[config.mk]
export PLATFORM = sky130hd
export DESIGN_NAME = button_debouncer
export DESIGN_NICKNAME = d
export VERILOG_FILES = /design/src/rtl/button_debouncer.sv
export SDC_FILE = /design/constraint.sdc
export NUM_CORES = 1
export LEC_CHECK = 0
export ABC_AREA = 0
export ABC_CLOCK_PERIOD_IN_PS = 2150
export BUFFER_PORTS_ARGS = -buffer_cell sky130_fd_sc_hd__buf_2
export CAP_MARGIN = 0
export CORE_MARGIN = 2
export CORE_UTILIZATION = 50
export DETAILED_ROUTE_END_ITERATION = 8
export PLACE_DENSITY = 0.74
export SLEW_MARGIN = 40
export SYNTH_ARGS = -nofsm -noshare
export SYNTH_HDL_FRONTEND = slang
export SYNTH_SLANG_ARGS = --single-unit
[constraint.sdc]
create_clock -name clk_in -period 2.15 [get_ports clk_in]
set_clock_uncertainty 0.1 [all_clocks]
set_input_delay 0.3225 -clock clk_in [delete_from_list [all_inputs] [get_ports clk_in]]
set_output_delay 0.3225 -clock clk_in [all_outputs]
set_load 0.01 [all_outputs]
[src/rtl/button_debouncer.sv]
`timescale 1ns/1ps
`default_nettype none
// +----------------------------------------------------------------------------+
// | button_debouncer: N-channel push-button sync + tick-based stability filter |
// | with one-clk press/release pulses. Optional auto-repeat: BTN_REPEAT_EN.    |
// | Revision: 1.0                                                              |
// +----------------------------------------------------------------------------+
module button_debouncer #(
  parameter int N_BTN        = 4,
  parameter int CLK_HZ       = 100_000_000,
  parameter int TICK_HZ      = 1_000,
  parameter int STABLE_TICKS = 10,
  parameter int HOLD_TICKS   = 500,
  parameter int REPEAT_TICKS = 100
) (
  input  logic             clk_in,
  input  logic             reset_n,
  input  logic [N_BTN-1:0] pb,
  output logic [N_BTN-1:0] btn_level,
  output logic [N_BTN-1:0] btn_press,
  output logic [N_BTN-1:0] btn_rel
);

  localparam int DIV = CLK_HZ / TICK_HZ;
  localparam int PW  = (DIV > 1) ? $clog2(DIV) : 1;
  localparam int CW  = (STABLE_TICKS > 1) ? $clog2(STABLE_TICKS + 1) : 1;
  localparam logic [PW-1:0] C_DIV_LAST = PW'(DIV - 1);
  localparam logic [CW-1:0] C_CNT_LAST = CW'(STABLE_TICKS - 1);

  logic [PW-1:0]          div_q, div_d;
  logic                   tick;
  logic [N_BTN-1:0]       s1_q, s2_q;
  logic [N_BTN-1:0]       level_q, level_d;
  logic [N_BTN-1:0]       press_q, press_d;
  logic [N_BTN-1:0]       rel_q, rel_d;
  logic [N_BTN-1:0][CW-1:0] cnt_q, cnt_d;

`ifdef BTN_REPEAT_EN
  localparam int RW = (HOLD_TICKS > 1) ? $clog2(HOLD_TICKS + 1) : 1;
  localparam logic [RW-1:0] C_RPT_LAST   = RW'(HOLD_TICKS - 1);
  localparam logic [RW-1:0] C_RPT_RELOAD = RW'(HOLD_TICKS - REPEAT_TICKS);

  logic [N_BTN-1:0][RW-1:0] rpt_q, rpt_d;

  always_ff @(posedge clk_in or negedge reset_n) begin
    if (!reset_n) rpt_q <= '0;
    else          rpt_q <= rpt_d;
  end
`else
  logic w_unused_repeat_cfg;
  assign w_unused_repeat_cfg = ^{HOLD_TICKS, REPEAT_TICKS};
`endif

  assign tick = (div_q == C_DIV_LAST);

  always_comb begin
    div_d   = tick ? '0 : div_q + 1'b1;
    level_d = level_q;
    press_d = '0;
    rel_d   = '0;
    cnt_d   = cnt_q;
`ifdef BTN_REPEAT_EN
    rpt_d   = rpt_q;
`endif
    if (tick) begin
      for (int i = 0; i < N_BTN; i++) begin
        if (s2_q[i] == level_q[i]) begin
          cnt_d[i] = '0;
        end else if (cnt_q[i] < C_CNT_LAST) begin
          cnt_d[i] = cnt_q[i] + 1'b1;
        end else begin
          cnt_d[i]   = '0;
          level_d[i] = s2_q[i];
          press_d[i] = s2_q[i];
          rel_d[i]   = ~s2_q[i];
        end
`ifdef BTN_REPEAT_EN
        // Reloading below HOLD_TICKS makes every later repeat REPEAT_TICKS apart.
        if (level_d[i] != level_q[i]) begin
          rpt_d[i] = '0;
        end else if (level_q[i]) begin
          if (rpt_q[i] == C_RPT_LAST) begin
            press_d[i] = 1'b1;
            rpt_d[i]   = C_RPT_RELOAD;
          end else begin
            rpt_d[i] = rpt_q[i] + 1'b1;
          end
        end
`endif
      end
    end
  end

  always_ff @(posedge clk_in or negedge reset_n) begin
    if (!reset_n) begin
      div_q   <= '0;
      s1_q    <= '0;
      s2_q    <= '0;
      level_q <= '0;
      press_q <= '0;
      rel_q   <= '0;
      cnt_q   <= '0;
    end else begin
      div_q   <= div_d;
      s1_q    <= pb;
      s2_q    <= s1_q;
      level_q <= level_d;
      press_q <= press_d;
      rel_q   <= rel_d;
      cnt_q   <= cnt_d;
    end
  end

  assign btn_level = level_q;
  assign btn_press = press_q;
  assign btn_rel   = rel_q;

endmodule
`default_nettype wire

==> reports/summary.txt, run 1 <==
Status: complete, no violations
First-pass GRT wire length: 8040 um
Comb pwr share: 2.5%
Sw power: 350 uW
Commonest non-fill, non-tap cell in the layout: dfrtp_1
Min-Delay Path Class: input pin to flip-flop
Min-delay src: pb[3]
Layout area overhead: 11.3%
Post-synthesis sequential area ratio: 52.9%
Row count: 25
Endpoints failing setup: 0
Internal reg-to-reg setup slack: 0.17 ns
Vias in the first global route: 1742
Max Transition Viols Final: 0
Initial antenna violation count: 0
Cell internal pwr: 1250 uW
Core area: 4790 sq um
RSZ-0062 raised after global routing: no
Grt total ovfl: 0
Drt total wl: 4630 um
GR Util All Layers: 18.9%
CP Launch Type: flip-flop
H-tree levels: 2
CTS buffer count: 5
FF-to-FF path depth: 6
HPWL Detailed: 3290 um
Total negative slack: 0 ns
Port buffer count: 17
Max Cap Viol: 0
Synth warn: 0
Worst slew margin: 70.7%
Syn Nets: 245
Drt drc: 0
ANT nets after route: 0
Leak pwr: 0.00122 uW
Placed Area: 2690 sq um
Crit path top cell by count: and3_1
Max Clock Freq: 0.505 GHz
Arr. time, crit path: 2.11 ns
Critical path fanouts, max: 9
Clk buf depth: 2
CP max stage delay: 0.41 ns
Synth Register Bits: 53
Routed length on met1: 2200 um
Clk Latency, worst-skew pair: 0.31 ns
Final Hold Violating Endpoints: 0
Die Wd: 74.8 um
Die Y: 74.8 um
Crit path cell chain: ha_1, and3_1, buf_4, and3_1, nand3_1, o21ai_0
Clock sinks: 53
TritonRoute pass-1 iters: 6
Iter 0 DRT Violations: 87
CP endpoint kind: flip-flop
Metal2 WL: 2180 um
Wire length per cell: 14.2 um
Average vias per placed instance: 5.58
Most frequent cells in the layout: dfrtp_1, inv_1, buf_2
Power density cells: 573 nW/um^2
Worst-path clk slew: 0.09 ns
Slew @ Worst Pin: 0.439 ns
Min setup slack post-route: 0.170 ns
Sequential power share: 63.1%
Met3 WL post-DR: 149 um
Cells after synthesis: 230
Synth cell types: 33
Crit path max-delay cell type: dfrtp_1
CP endpoint: cnt_q[0]
Critical Path Start: div_q[0]
Full die area: 5590 sq um
FF-to-FF Start: div_q[0]
TritonCTS clock tree: yes
Vias: 1813
Highest Signal Layer: met4
Layout cells sized above 1: 16.7%
Largest net degree at the start of global routing: 23
Syn Area/Cell: 10.9 sq um
Period utilisation layout: 92.1%
Gpl congestion: 0.826
I/O Pins: 18
Clk pwr share: 34.3%
WS Path Type: flip-flop to flip-flop
Cell Area, Synth: 2510 sq um
Clk Tree Root Cell: clkbuf_8
Min cycle time layout: 1.98 ns
Starting Density: 52.4%
Pre-CTS setup slack: 0.149 ns
Nets@finish: 272
Post-route cell area: 2790 sq um
Req. time, crit path: 2.28 ns
Switching share of power: 21.9%
Worst r2r dst: cnt_q[0]
VDD IR max: 0.327 mV
Ant diodes: 0
-- registers in the layout, indices dropped and copies added, names as in the netlist --
register and flops:
div_q 17, cnt_q 16, btn_rel 4, s2_q 4, btn_level 4, s1_q 4, btn_press 4
-- worst max-delay path: cells and delay by family (launching register included) --
kind	cells	cell delay [ns]
AND/OR/NAND/NOR	3	0.79
flip-flops	1	0.41
AO/OA/AOI/OAI	1	0.20
buffers and inverters	1	0.16
adder cells (fa/ha/maj)	1	0.24
-- metal layers --
metal | vias up | global-route usage [%]
met1 | 903 | 26.1
met2 | 36 | 29.5
met3 | 11 | 4.02
met4 | 0 | 7.34
met5 | - | 0
li1 | 863 | -
-- logic make-up (layout without fill, tap and decap cells) --
kind of cell	after synthesis	in the layout	share of synthesized area [%]
simple gates	82	82	20.6
compound gates	40	40	9.73
mux	3	3	1.35
fa+ha+maj	9	9	4.49
flops	53	53	52.9
xor+xnor	18	18	6.29
buf+inv	25	53	4.59
-- synthesized netlist by cell type --
| library cell | n | area [sq um] |
|---|---|---|
| and4bb_1 | 1 | 12.5 |
| and2_1 | 1 | 6.26 |
| or2_2 | 1 | 6.26 |
| buf_4 | 1 | 7.51 |
| nand4_1 | 8 | 50.1 |
| o22ai_1 | 4 | 25.0 |
| buf_2 | 2 | 10.0 |
| nand3_2 | 2 | 20.0 |
| xor2_1 | 5 | 43.8 |
| nand2b_1 | 12 | 75.1 |
| nor3_1 | 6 | 30.0 |
| mux2_2 | 3 | 33.8 |
| dfrtp_1 | 53 | 1330 |
| nor4_1 | 6 | 37.5 |
| nor4_4 | 1 | 21.3 |
| xnor2_1 | 13 | 114 |
| clkbuf_1 | 1 | 3.75 |
| o21ai_1 | 3 | 15.0 |
| a211oi_1 | 8 | 60.1 |
| buf_6 | 2 | 22.5 |
| ha_1 | 9 | 113 |
| nand3_1 | 14 | 70.1 |
| o31ai_1 | 6 | 45.0 |
| and3_1 | 3 | 18.8 |
| nor4b_2 | 4 | 60.1 |
| and3b_1 | 1 | 8.76 |
| nand4_4 | 1 | 21.3 |
| nand2_1 | 8 | 30.0 |
| a21oi_1 | 5 | 25.0 |
| inv_1 | 19 | 71.3 |
| a31o_2 | 1 | 8.76 |
| nor2_1 | 13 | 48.8 |
| o21ai_0 | 13 | 65.1 |
-- area by class of cell --
| type | instances | area, sq um |
|---|---|---|
| Inverter | 19 | 71.3 |
| Fill cell | 406 | 2000 |
| Clock buffer | 8 | 80.1 |
| Tap cell | 67 | 83.8 |
| Timing Repair Buffer | 26 | 155 |
| Sequential cell | 53 | 1330 |
| Multi-Input combinational cell | 152 | 1070 |
-- worst min path at each step --
stage	to	slack [ns]	cells after the start
after floorplan	btn_level[0]	-0.07	0
after global placement	s1_q[0]	0.18	1
after detailed placement	s1_q[0]	0.19	1
after CTS	s1_q[3]	0.007	1
after global routing	s1_q[1]	0.0006	1
final	s1_q[3]	0.02	1
-- repair_timing --
action / 4_1_cts / 5_1_grt
buffers inserted: 0 / 0
resized for setup: 0 / 1
setup endpoints to repair: 0 / 1
hold endpoints to repair: 18 / 0
hold buffers: 1 / 0
-- power by group through the flow --
stage               Combinational, uW  Clock [uW]  Sequential [uW]
global route                     47.0         610             1010
detailed placement               40.8           0             1030
finish                           40.7         549             1010
CTS                              42.1         556             1010
floorplan                        11.0           0             1030
global placement                 39.6           0             1030
-- stage by stage --
step           utilization (%)  total power (uW)  hold slack, ns  instances
2_1_floorplan                -              1040         -0.0731        230
3_3_place_gp              56.2              1070           0.182        316
3_5_place_dp              56.2              1070           0.185        316
4_1_cts                   58.1              1610         0.00724        325
5_1_grt                   58.3              1670        0.000647        325
6_report                  58.3              1600          0.0163        325
Note: power is estimated with default switching activity, not from simulation.
==> run 2, diff against run 1 <==
--- a/config.mk
+++ b/config.mk
@@ -9,10 +9,12 @@
 export ABC_CLOCK_PERIOD_IN_PS = 2150
 export BUFFER_PORTS_ARGS = -buffer_cell sky130_fd_sc_hd__buf_2
 export CAP_MARGIN = 0
+export CORE_ASPECT_RATIO = 1.2
 export CORE_MARGIN = 2
-export CORE_UTILIZATION = 50
+export CORE_UTILIZATION = 55
 export DETAILED_ROUTE_END_ITERATION = 8
-export PLACE_DENSITY = 0.74
+export PLACE_DENSITY = 0.8
+export SKIP_CTS_REPAIR_TIMING = 1
 export SLEW_MARGIN = 40
 export SYNTH_ARGS = -nofsm -noshare
 export SYNTH_HDL_FRONTEND = slang
==> run 2 against run 1 <==
Non-clock buffer count is 2 lower. Via count is 2.5% lower. Wire length is 1.6% lower. Critical path depth is 2 lower. Setup slack better by 0.020 ns. Clock-buffer cell count is 1 lower. Die area is 8.6% lower. Sequential share of layout area is 0.17 points higher. Fmax is 1.0% higher. Largest power group unchanged.
==> reports/summary.txt, run 2 (synthesis gave the netlist of run 1 again) <==
Drt drc: 0
Gpl congestion: 0.808
Row count: 26
H-tree levels: 2
Min cycle time layout: 1.96 ns
CP Launch Type: flip-flop
Arr. time, crit path: 2.07 ns
Clk Latency, worst-skew pair: 0.30 ns
Iter 0 DRT Violations: 83
Min setup slack post-route: 0.190 ns
Crit path max-delay cell type: dfrtp_1
Final Hold Violating Endpoints: 0
Largest net degree at the start of global routing: 29
FF-to-FF path depth: 4
Min-Delay Path Class: input pin to flip-flop
Critical Path Start: div_q[8]
Period utilisation layout: 91.2%
Clock sinks: 53
VDD IR max: 0.278 mV
Final core utilization: 64.2%
FF-to-FF Start: div_q[8]
Die Wd: 65.6 um
Largest register by flop count: div_q
Power density cells: 579 nW/um^2
Ant diodes: 0
Average vias per placed instance: 5.68
Initial antenna violation count: 0
Worst r2r dst: cnt_q[0]
Nets@finish: 270
First-pass GRT wire length: 8070 um
Max Clock Freq: 0.510 GHz
Max reg flops: 17
CTS buffer count: 5
Commonest non-fill, non-tap cell in the layout: dfrtp_1
Wire length per cell: 14.6 um
Status: complete, no violations
CP endpoint kind: flip-flop
Leak pwr: 0.00122 uW
Pre-CTS setup slack: 0.132 ns
Vias: 1767
Max Cap Viol: 0
Req. time, crit path: 2.26 ns
Layout area overhead: 10.9%
TritonRoute pass-1 iters: 5
Clk Tree Root Cell: clkbuf_8
Worst-path clk slew: 0.09 ns
Slew @ Worst Pin: 0.594 ns
Starting Density: 57.9%
Layout cells sized above 1: 16.5%
WS Path Type: flip-flop to flip-flop
Internal reg-to-reg setup slack: 0.19 ns
Worst slew margin: 60.4%
I/O Pins: 18
Endpoints failing setup: 0
Grt total ovfl: 0
HPWL Detailed: 3190 um
Core area: 4330 sq um
Tightest hold margin: 0.0209 ns
Port buffer count: 17
Full die area: 5110 sq um
Critical path fanouts, max: 9
Drt total wl: 4550 um
Top Registers: div_q x17, cnt_q x16
CP endpoint: cnt_q[0]
Die Y: 77.9 um
Total chip power: 1610 uW
ANT nets after route: 0
GR Util All Layers: 20.2%
CP max stage delay: 0.47 ns
Clk buf depth: 2
Max Transition Viols Final: 0
Most frequent cells in the layout: dfrtp_1, inv_1, buf_2
Vias in the first global route: 1807
Crit path cell chain: nor4_4, and3_1, nand3_1, o21ai_0
TritonCTS clock tree: yes
==> run 2: routing by layer <==
layer / GRT usage (%) / share of wire (%) / routed length (um) / up-vias
met4: 6.46 / 1.3 / 57 / 0
met5: 0 / 0 / 0 / -
li1: - / - / - / 858
met2: 34.7 / 53 / 2410 / 33
met3: 4.49 / 2.9 / 131 / 7
met1: 25.0 / 43 / 1950 / 869
==> run 2: area by class of cell <==
| type | instances | area (sq um) |
|---|---|---|
| well taps | 56 | 70.1 |
| clock buffers | 7 | 86.3 |
| repair buffers | 24 | 153 |
| inverters | 19 | 71.3 |
| multi-input cells | 152 | 1070 |
| fillers | 356 | 1550 |
| flip-flops and latches | 53 | 1330 |
==> run 2: worst max-delay path, delay by kind of cell (launching register included) <==
family,cells,cell delay [ns]
simple gates,3,1.07
flops,1,0.47
compound gates,1,0.23
==> run 2: through the flow <==
| step | area (sq um) | setup TNS [ns] | instances |
|---|---|---|---|
| global route | 2780 | -0.0140 | 311 |
| CTS | 2760 | 0 | 310 |
| detailed placement | 2680 | 0 | 303 |
| finish | 2780 | 0 | 311 |
| global placement | 2680 | 0 | 303 |
| floorplan | 2510 | 0 | 230 |
==> run 2: how the worst min path moves through the flow <==
stage | from | to | slack (ns) | depth (start not counted)
2_1_floorplan | reset_n | btn_level[0] | -0.07 | 0
3_3_place_gp | s1_q[0] | s2_q[0] | 0.23 | 0
3_5_place_dp | s1_q[3] | s2_q[3] | 0.23 | 0
4_1_cts | reset_n | cnt_q[11] | -0.07 | 1
5_1_grt | pb[3] | s1_q[3] | 0.008 | 1
6_report | pb[2] | s1_q[2] | 0.02 | 1
==> run 2: power by group <==
| part | switching (uW) | internal, uW | total, uW | leakage (uW) |
|---|---|---|---|---|
| combinational | 27.4 | 14.1 | 41.4 | 0.000466 |
| sequential | 5.17 | 1000 | 1010 | 0.000708 |
| clock | 304 | 256 | 560 | 0.0000443 |
==> run 3, diff against run 2 <==
--- a/config.mk
+++ b/config.mk
@@ -14,6 +14,7 @@
 export CORE_UTILIZATION = 55
 export DETAILED_ROUTE_END_ITERATION = 8
 export PLACE_DENSITY = 0.8
+export RECOVER_POWER = 25
 export SKIP_CTS_REPAIR_TIMING = 1
 export SLEW_MARGIN = 40
 export SYNTH_ARGS = -nofsm -noshare
==> run 3 against run 2 <==
Flip-flop and latch count unchanged. Sequential power hardly changed. Non-clock buffer count unchanged. Critical path depth did not move. Combinational power barely moved. Sequential share of layout area did not move. Power is essentially flat. Utilization unchanged. Cell count unchanged. Critical endpoint unchanged. Highest routed layer unchanged.
==> reports/summary.txt, run 3 (synthesis gave the netlist of run 1 again) <==
Layout area overhead: 10.9%
I/O Pins: 18
Clk Latency, worst-skew pair: 0.30 ns
Placed insts: 303
Period utilisation layout: 91.2%
Max Cap Viol: 0
Slew @ Worst Pin: 0.661 ns
CP endpoint kind: flip-flop
Min cycle time layout: 1.96 ns
Commonest non-fill, non-tap cell in the layout: dfrtp_1
Final Hold Violating Endpoints: 0
Wire length per cell: 14.6 um
Starting Density: 57.9%
Clk buf depth: 2
Req. time, crit path: 2.26 ns
Port buffer count: 17
Max Transition Viols Final: 0
Power density cells: 579 nW/um^2
Drt total wl: 4550 um
Largest register by flop count: div_q
CP Launch Type: flip-flop
Vias in the first global route: 1807
Die Wd: 65.6 um
Internal reg-to-reg setup slack: 0.19 ns
Average vias per placed instance: 5.68
Leak pwr: 0.00122 uW
Worst slew margin: 55.9%
Worst-path clk slew: 0.09 ns
Number of fillers in the final layout: 356
Initial antenna violation count: 0
Die Y: 77.9 um
Grt total ovfl: 0
TritonRoute pass-1 iters: 5
H-tree levels: 2
CTS buffer count: 5
Clk Tree Root Cell: clkbuf_8
VDD IR max: 0.278 mV
WS Path Type: flip-flop to flip-flop
Largest net degree at the start of global routing: 29
Clock sinks: 53
Iter 0 DRT Violations: 83
Min-Delay Path Class: input pin to flip-flop
Full die area: 5110 sq um
Status: complete, no violations
Final core utilization: 64.2%
Max reg flops: 17
Nets@finish: 270
ANT nets after route: 0
Gpl congestion: 0.808
Core area: 4330 sq um
Ant diodes: 0
TritonCTS clock tree: yes
Row count: 26
Drt drc: 0
HPWL Detailed: 3190 um
Endpoints failing setup: 0
Top Registers: div_q x17, cnt_q x16
Max Clock Freq: 0.510 GHz
Critical path fanouts, max: 9
Total negative slack: 0 ns
Layout cells sized above 1: 16.5%
Vias: 1765
First-pass GRT wire length: 8070 um
Most frequent cells in the layout: dfrtp_1, inv_1, buf_2
GR Util All Layers: 20.2%
Arr. time, crit path: 2.07 ns
Fin cells: 311
## run 3: changes by cell type in the layout (fill, tap and decap cells not counted), sizes merged
| cell | before | now |
|---|---|---|
| buf | 23 | 22 |
| clkbuf | 7 | 8 |
## run 3: routing by layer
| layer | track usage, % | share of wire (%) | vias to the layer above |
|---|---|---|---|
| met5 | 0 | 0 | - |
| li1 | - | - | 858 |
| met4 | 6.46 | 1.3 | 0 |
| met3 | 4.49 | 2.9 | 7 |
| met1 | 25.0 | 43 | 867 |
| met2 | 34.7 | 53 | 33 |
## run 3: final timing paths
check,from,to,cells after the start
min in group asynchronous,reset_n,cnt_q[11],2
min,pb[2],s1_q[2],1
max,div_q[8],cnt_q[0],4
max reg2reg,div_q[8],cnt_q[0],4
min reg2reg,s1_q[3],s2_q[3],0
max in group asynchronous,reset_n,btn_rel[1],3
## run 3: critical path, cell delays in order, from the launching register on
cell	delay (ns)
dfrtp_1	0.47
nor4_4	0.45
and3_1	0.43
nand3_1	0.19
o21ai_0	0.23
## run 3: final cells by class
| class | instances | area (sq um) | share of cell area (%) |
|---|---|---|---|
| Multi-Input combinational cell | 152 | 1070 | 38.6 |
| Clock buffer | 7 | 86.3 | 3.11 |
| Tap cell | 56 | 70.1 | 2.52 |
| Sequential cell | 53 | 1330 | 47.7 |
| Inverter | 19 | 71.3 | 2.57 |
| Timing Repair Buffer | 24 | 153 | 5.49 |
## run 3: report_power, final
group	total, uW	internal [uW]	switching, uW
clock	560	256	304
sequential	1010	1000	5.17
combinational	41.4	14.0	27.4
## run 3: per-stage QoR
| step | power (uW) | hold WS [ns] | worst slack (ns) | instance area (sq um) |
|---|---|---|---|---|
| global placement | 1070 | 0.232 | 0.224 | 2680 |
| CTS | 1620 | -0.0682 | 0.138 | 2760 |
| finish | 1610 | 0.0209 | 0.190 | 2780 |
| floorplan | 1040 | -0.0731 | 0.415 | 2510 |
| detailed placement | 1070 | 0.235 | 0.132 | 2680 |
| global route | 1670 | 0.00829 | -0.0140 | 2780 |
